### config.mk
export PLATFORM = sky130hd
export DESIGN_NAME = param_updown_counter_flat
export DESIGN_NICKNAME = d
export VERILOG_FILES = /design/src/rtl/param_updown_counter_pkg.sv /design/src/rtl/param_updown_counter_if.sv /design/src/rtl/param_updown_counter_tick_prescaler.sv /design/src/rtl/param_updown_counter.sv /design/src/flat_wrapper.sv
export SDC_FILE = /design/constraint.sdc
export NUM_CORES = 1
export LEC_CHECK = 0
export CAP_MARGIN = 30
export CORE_AREA = 3 3 40 42
export CTS_BUF_LIST = sky130_fd_sc_hd__clkbuf_2 sky130_fd_sc_hd__clkbuf_4 sky130_fd_sc_hd__clkbuf_8
export CTS_CLUSTER_SIZE = 12
export DETAILED_ROUTE_END_ITERATION = 8
export DIE_AREA = 0 0 43 45
export SLEW_MARGIN = 25
export SYNTH_ARGS = -nofsm -noshare
export SYNTH_HDL_FRONTEND = slang
export SYNTH_SLANG_ARGS = --single-unit
### constraint.sdc
create_clock -name clk -period 2.3 [get_ports clk]
set_clock_uncertainty 0.2 [all_clocks]
set_input_delay 0.46 -clock clk [delete_from_list [all_inputs] [get_ports clk]]
set_output_delay 0.46 -clock clk [all_outputs]
set_load 0.05 [all_outputs]
### src/rtl/param_updown_counter_pkg.sv
// Shared definitions for the parametrised up/down counter: direction and mode
// encodings, limit-event type and small elaboration-time helper functions.
package param_updown_counter_pkg;

  // Direction encoding on the d input
  localparam logic DIR_UP = 1'b1;
  localparam logic DIR_DN = 1'b0;

  // Behaviour at the count limits (SATURATE parameter values)
  localparam int MODE_WRAP = 0;
  localparam int MODE_SAT  = 1;

  // Which limit, if any, a step ran into this cycle
  typedef enum logic [1:0] {
    EV_NONE = 2'd0,
    EV_OVF  = 2'd1,
    EV_UDF  = 2'd2
  } limit_ev_e;

  // Count range must hold at least two values and fit in the register
  function automatic bit modulo_ok(input int width, input longint modulo);
    longint full;
    full = longint'(1) << width;
    return (modulo >= 2) && (modulo <= full);
  endfunction

  // Prescaler counter width; a one-bit register is the floor
  function automatic int presc_width(input int prescale);
    return (prescale > 1) ? $clog2(prescale) : 1;
  endfunction

endpackage

### src/rtl/param_updown_counter_if.sv
// Control/status bundle between a counter user (master) and the counter (slave).
interface param_updown_counter_if #(
  parameter int WIDTH = 3
) ();

  logic             en;
  logic             d;
  logic             load;
  logic [WIDTH-1:0] load_val;
  logic             clr_flags;
  logic [WIDTH-1:0] q;
  logic             tc;
  logic             ovf;
  logic             udf;

  // Side that issues commands and watches the count
  modport master (
    output en, d, load, load_val, clr_flags,
    input  q, tc, ovf, udf
  );

  // The counter itself
  modport slave (
    input  en, d, load, load_val, clr_flags,
    output q, tc, ovf, udf
  );

endinterface

### src/rtl/param_updown_counter_tick_prescaler.sv
// Divides enabled cycles by PRESCALE: tick is high on every PRESCALE-th enabled
// cycle. The count only moves while en=1, and restart returns it to zero so the
// next tick is a full PRESCALE enabled cycles away.
module tick_prescaler
  import param_updown_counter_pkg::*;
#(
  parameter int PRESCALE = 1
) (
  input  logic clk,
  input  logic rst,
  input  logic en,
  input  logic restart,
  output logic tick
);

  generate
    if (PRESCALE == 1) begin : g_bypass
      // No division: every enabled cycle is a tick
      logic unused_inputs;
      assign unused_inputs = ^{clk, rst, restart};
      assign tick = en;
    end else begin : g_divide
      localparam int              CW   = presc_width(PRESCALE);
      localparam logic [CW-1:0]   LAST = CW'(PRESCALE - 1);

      logic [CW-1:0] cnt_reg;

      // Phase counter: clears on reset/restart, wraps at LAST while enabled
      always_ff @(posedge clk) begin
        if (rst) begin
          cnt_reg <= '0;
        end else if (restart) begin
          cnt_reg <= '0;
        end else if (en) begin
          cnt_reg <= (cnt_reg == LAST) ? '0 : cnt_reg + CW'(1);
        end
      end

      // Tick is qualified by en so a held prescaler never fires
      assign tick = en && (cnt_reg == LAST);
    end
  endgenerate

endmodule

### src/rtl/param_updown_counter.sv
// Parametrised synchronous up/down counter with modulo range, wrap or saturate
// behaviour, prescaled enable, parallel load, terminal-count pulse and sticky
// overflow/underflow flags. All outputs come straight from registers.
module param_updown_counter
  import param_updown_counter_pkg::*;
#(
  parameter int WIDTH    = 3,
  parameter int MODULO   = 2 ** WIDTH,
  parameter int SATURATE = MODE_WRAP,
  parameter int PRESCALE = 1
) (
  input logic                          clk,
  input logic                          rst,
  param_updown_counter_if.slave        bus
);

  // Reject configurations that cannot be built
  generate
    if (WIDTH < 1) begin : g_bad_width
      $error("param_updown_counter: WIDTH must be >= 1");
    end
    if (!modulo_ok(WIDTH, longint'(MODULO))) begin : g_bad_modulo
      $error("param_updown_counter: MODULO must be in 2..2**WIDTH");
    end
    if (PRESCALE < 1) begin : g_bad_prescale
      $error("param_updown_counter: PRESCALE must be >= 1");
    end
    if ((SATURATE != MODE_WRAP) && (SATURATE != MODE_SAT)) begin : g_bad_mode
      $error("param_updown_counter: SATURATE must be 0 or 1");
    end
  endgenerate

  // Highest legal count; compares use this, not the natural register rollover
  localparam logic [WIDTH-1:0] MAX_Q = WIDTH'(MODULO - 1);

  logic [WIDTH-1:0] q_reg, q_next;
  logic             tc_reg, tc_next;
  logic             ovf_reg, ovf_next;
  logic             udf_reg, udf_next;
  logic             step;
  logic [WIDTH-1:0] load_clamped;
  limit_ev_e        limit_ev;

  // A load realigns the prescaler so the next step is a full period later
  tick_prescaler #(
    .PRESCALE (PRESCALE)
  ) u_prescaler (
    .clk     (clk),
    .rst     (rst),
    .en      (bus.en),
    .restart (bus.load),
    .tick    (step)
  );

  // Out-of-range load values are pinned to the top of the range
  assign load_clamped = (bus.load_val > MAX_Q) ? MAX_Q : bus.load_val;

  // Next-state: load beats step; limit hits raise tc and the matching flag
  always_comb begin
    q_next   = q_reg;
    tc_next  = 1'b0;
    limit_ev = EV_NONE;

    if (bus.load) begin
      q_next = load_clamped;
    end else if (step) begin
      if (bus.d == DIR_UP) begin
        if (q_reg == MAX_Q) begin
          limit_ev = EV_OVF;
          tc_next  = 1'b1;
          if (SATURATE == MODE_WRAP) begin
            q_next = '0;
          end
        end else begin
          q_next = q_reg + WIDTH'(1);
        end
      end else begin
        if (q_reg == '0) begin
          limit_ev = EV_UDF;
          tc_next  = 1'b1;
          if (SATURATE == MODE_WRAP) begin
            q_next = MAX_Q;
          end
        end else begin
          q_next = q_reg - WIDTH'(1);
        end
      end
    end

    // A fresh event in the clearing cycle keeps the flag set
    ovf_next = (ovf_reg && !bus.clr_flags) || (limit_ev == EV_OVF);
    udf_next = (udf_reg && !bus.clr_flags) || (limit_ev == EV_UDF);
  end

  // State registers with synchronous reset
  always_ff @(posedge clk) begin
    if (rst) begin
      q_reg   <= '0;
      tc_reg  <= 1'b0;
      ovf_reg <= 1'b0;
      udf_reg <= 1'b0;
    end else begin
      q_reg   <= q_next;
      tc_reg  <= tc_next;
      ovf_reg <= ovf_next;
      udf_reg <= udf_next;
    end
  end

  assign bus.q   = q_reg;
  assign bus.tc  = tc_reg;
  assign bus.ovf = ovf_reg;
  assign bus.udf = udf_reg;

endmodule

### src/flat_wrapper.sv
// flat-port wrapper written by rule: the top's interface ports become plain ports
module param_updown_counter_flat import param_updown_counter_pkg::*;
#(
  parameter int WIDTH    = 3,
  parameter int MODULO   = 2 ** WIDTH,
  parameter int SATURATE = MODE_WRAP,
  parameter int PRESCALE = 1
)
  (clk, rst, bus_en, bus_d, bus_load, bus_load_val, bus_clr_flags, bus_q, bus_tc, bus_ovf, bus_udf);
  param_updown_counter_if #(.WIDTH(WIDTH)) bus_i ();
  input logic clk;
  input logic rst;
  input wire logic [$bits(bus_i.en)-1:0] bus_en;
  input wire logic [$bits(bus_i.d)-1:0] bus_d;
  input wire logic [$bits(bus_i.load)-1:0] bus_load;
  input wire logic [$bits(bus_i.load_val)-1:0] bus_load_val;
  input wire logic [$bits(bus_i.clr_flags)-1:0] bus_clr_flags;
  output wire logic [$bits(bus_i.q)-1:0] bus_q;
  output wire logic [$bits(bus_i.tc)-1:0] bus_tc;
  output wire logic [$bits(bus_i.ovf)-1:0] bus_ovf;
  output wire logic [$bits(bus_i.udf)-1:0] bus_udf;
  assign bus_i.en = bus_en;
  assign bus_i.d = bus_d;
  assign bus_i.load = bus_load;
  assign bus_i.load_val = bus_load_val;
  assign bus_i.clr_flags = bus_clr_flags;
  assign bus_q = bus_i.q;
  assign bus_tc = bus_i.tc;
  assign bus_ovf = bus_i.ovf;
  assign bus_udf = bus_i.udf;
  param_updown_counter #(.WIDTH(WIDTH), .MODULO(MODULO), .SATURATE(SATURATE), .PRESCALE(PRESCALE)) u_core (.clk(clk), .rst(rst), .bus(bus_i));
endmodule
==> results of run 1 <==
-- kinds of logic (layout without fill, tap and decap cells) --
logic type	Yosys count	count (layout)	share of synthesized area
flip-flops	6	6	0.352
XOR/XNOR	2	2	0.0513
buffers and inverters	5	22	0.0550
AO/OA/AOI/OAI	9	9	0.227
multiplexers	1	1	0.0293
adder cells (fa/ha/maj)	4	4	0.147
AND/OR/NAND/NOR	10	10	0.139
-- metrics by stage --
step | instance area [sq um] | total power, mW | utilization
floorplan | 342 | 0.167 | -
global placement | 500 | 0.202 | 0.389
detailed placement | 500 | 0.202 | 0.389
CTS | 523 | 0.301 | 0.407
global route | 523 | 0.319 | 0.407
finish | 523 | 0.296 | 0.407
-- metal layers --
metal,up-vias,GRT usage
li1,167,-
met3,0,0.0797
met5,-,0
met4,0,0
met1,131,0.107
met2,15,0.129
-- cell usage after synthesis --
master	count	area, sq um
a2111oi_2	1	15.0
a21oi_1	3	15.0
a221oi_2	1	15.0
a22oi_1	1	7.51
a32oi_1	2	17.5
dfxtp_1	6	120
ha_1	4	50.1
inv_1	5	18.8
mux2i_1	1	10.0
nand2b_1	1	6.26
nor2_1	5	18.8
nor2b_1	1	6.26
nor3_1	2	10.0
o21a_1	1	7.51
or3_1	1	6.26
xor2_1	2	17.5
-- power groups by stage --
stage	clock network, mW	logic (mW)	registers [mW]
final	0.0954	0.0846	0.116
after global routing	0.109	0.0928	0.117
after CTS	0.0996	0.0854	0.116
after detailed placement	0	0.0849	0.118
after global placement	0	0.0847	0.117
after floorplan	0	0.0310	0.136
-- cell usage in the layout, fill, tap and decap left out --
| cell | count |
|---|---|
| nor3_1 | 2 |
| a221oi_2 | 1 |
| nor2b_1 | 1 |
| ha_1 | 4 |
| dfxtp_1 | 6 |
| nand2b_1 | 1 |
| nor2_1 | 5 |
| xor2_1 | 2 |
| or3_1 | 1 |
| a2111oi_2 | 1 |
| a32oi_1 | 2 |
| a22oi_1 | 1 |
| clkbuf_4 | 3 |
| inv_1 | 5 |
| mux2i_1 | 1 |
| a21oi_1 | 3 |
| clkdlybuf4s50_1 | 14 |
| o21a_1 | 1 |
-- worst min-delay path by stage --
stage | startpoint | endpoint | slack [ns] | cells after the start
global route | u_core.bus.udf | u_core.bus.udf | 0.35 | 2
floorplan | rst | u_core.bus.ovf | 0.33 | 1
finish | u_core.bus.udf | u_core.bus.udf | 0.28 | 2
detailed placement | u_core.bus.ovf | u_core.bus.ovf | 0.27 | 2
global placement | u_core.bus.udf | u_core.bus.udf | 0.27 | 2
CTS | u_core.bus.udf | u_core.bus.udf | 0.29 | 2
-- cell type report --
cell class / count / share of cell area
clock buffers: 3 / 0.0431
flip-flops and latches: 6 / 0.230
multi-input cells: 26 / 0.388
well taps: 15 / 0.0359
repair buffers: 14 / 0.268
inverters: 5 / 0.0359
==> summary.txt, run 1 <==
status: completed
slowest cell on the critical path: clkdlybuf4s50_1
min Tclk post-route: 2.13 ns
kind of critical path: reg -> out
Switching Share: 0.300
Synth Register Bits: 6
startpoint type of the worst setup path: flip-flop
worst path bufs/invs: 1
Max Slew Vio Count: 0
Leakage Power: 0.221 nW
Post-Synthesis Cells: 37
clock root cell: clkbuf_4
hold crit path type: reg -> reg
met2 wirelength from detailed routing: 288 um
max-cap violations: 0
Worst Setup End Kind: output port
IO Count: 15
warning count from the yosys run: 0
number of flip-flops in the largest register: 3
CP Depth: 1
pwr/cell area: 565 nW/um^2
first-pass GRT wire length: 1200 um
peak fanout along the critical path: 6
r2r endpoint: u_core.bus.q[2]
post-CTS sizing: 0
pre-CTS WS: 0.425 ns
layout cell share with drive strength beyond 1: 0.0926
register area share after synthesis: 0.352
register area: 120 sq um
DRC Markers: 0
max_slew headroom: 0.670
initial antenna violation count: 0
Req. time, crit path: 1.64 ns
vias in the first global route: 297
Max Used Layer: met3
grt total ovfl: 0
wl on met1: 345 um
max frequency: 470 MHz
post-DR vias/cell: 4.54
share of power burned in combinational logic: 0.286
Worst Reg-to-Reg Cells: 5
Routed Wire Length: 730 um
sequential fraction of design power: 0.391
H-tree Lvls: 1
CP Capture Point: bus_q[2]
initial DRC count: 2
NumNets Final: 69
Core ar.: 1280 sq um
Cell variety after synth: 16
Internal: 0.207 mW
fillers: 132
die area: 1940 sq um
Final period util: 0.926
Post-CTS Setup Inserts: 0
RSZ-0062 raised after global routing: no
Hold WS: 0.280 ns
Post-Layout Cell Count: 69
Clk pwr share: 0.323
Area growth syn-to-layout: 53.1%
Final Hold Viols: 0
crit path DAT: 1.47 ns
Rows: 13
Post-DP HPWL: 564 um
switching power: 0.0886 mW
Die Height: 45 um
TritonRoute pass-1 iters: 2
RR Startpoint: u_core.bus.q[0]
GRT Util Overall: 0.0892
syn_nets: 50
worst stage delay on the critical path: 0.83 ns
Clock Latency Late Sink: 0.24 ns
vias: 313
largest net degree at the start of global routing: 8
Worst-path clk slew: 0.04 ns
die width: 43 um
delay-heaviest family, CP: buffers and inverters
Setup violations, final: 0
GPL Wtd Cong: 0.680
final antenna-violating net count: 0
CTS Buffer Depth: 2
clk sink count: 6
Avg WL per Cell: 10.6 um
worst setup path start: u_core.bus.q[2]
slew at the pin with the worst max-slew slack: 0.494 ns
Mean Syn Cell Area: 9.23 sq um
crit path cell chain: clkdlybuf4s50_1
cts hold-fix bufs: 0
met3 routed WL: 97 um
placed cells: 66
TritonCTS clock tree: done
total CTS buffers: 3
initial core utilization: 0.266
PortBufs: 14
worst vdd ir: 0.000358 V
Multi-input gate area: 203 sq um
TNS Setup: 0 ns
Mapped Area: 342 sq um
setup slack, reg-to-reg: 0.64 ns
final setup margin: 0.171 ns
diode count: 0
(Power assumes the default switching activity.)
==> run 2, diff against run 1 <==
--- a/config.mk
+++ b/config.mk
@@ -5,7 +5,7 @@
 export SDC_FILE = /design/constraint.sdc
 export NUM_CORES = 1
 export LEC_CHECK = 0
-export CAP_MARGIN = 30
+export CAP_MARGIN = 10
 export CORE_AREA = 3 3 40 42
 export CTS_BUF_LIST = sky130_fd_sc_hd__clkbuf_2 sky130_fd_sc_hd__clkbuf_4 sky130_fd_sc_hd__clkbuf_8
 export CTS_CLUSTER_SIZE = 12
==> results of run 2 <==
Same layout as run 1: the final DEF is identical, and so are final timing and power.
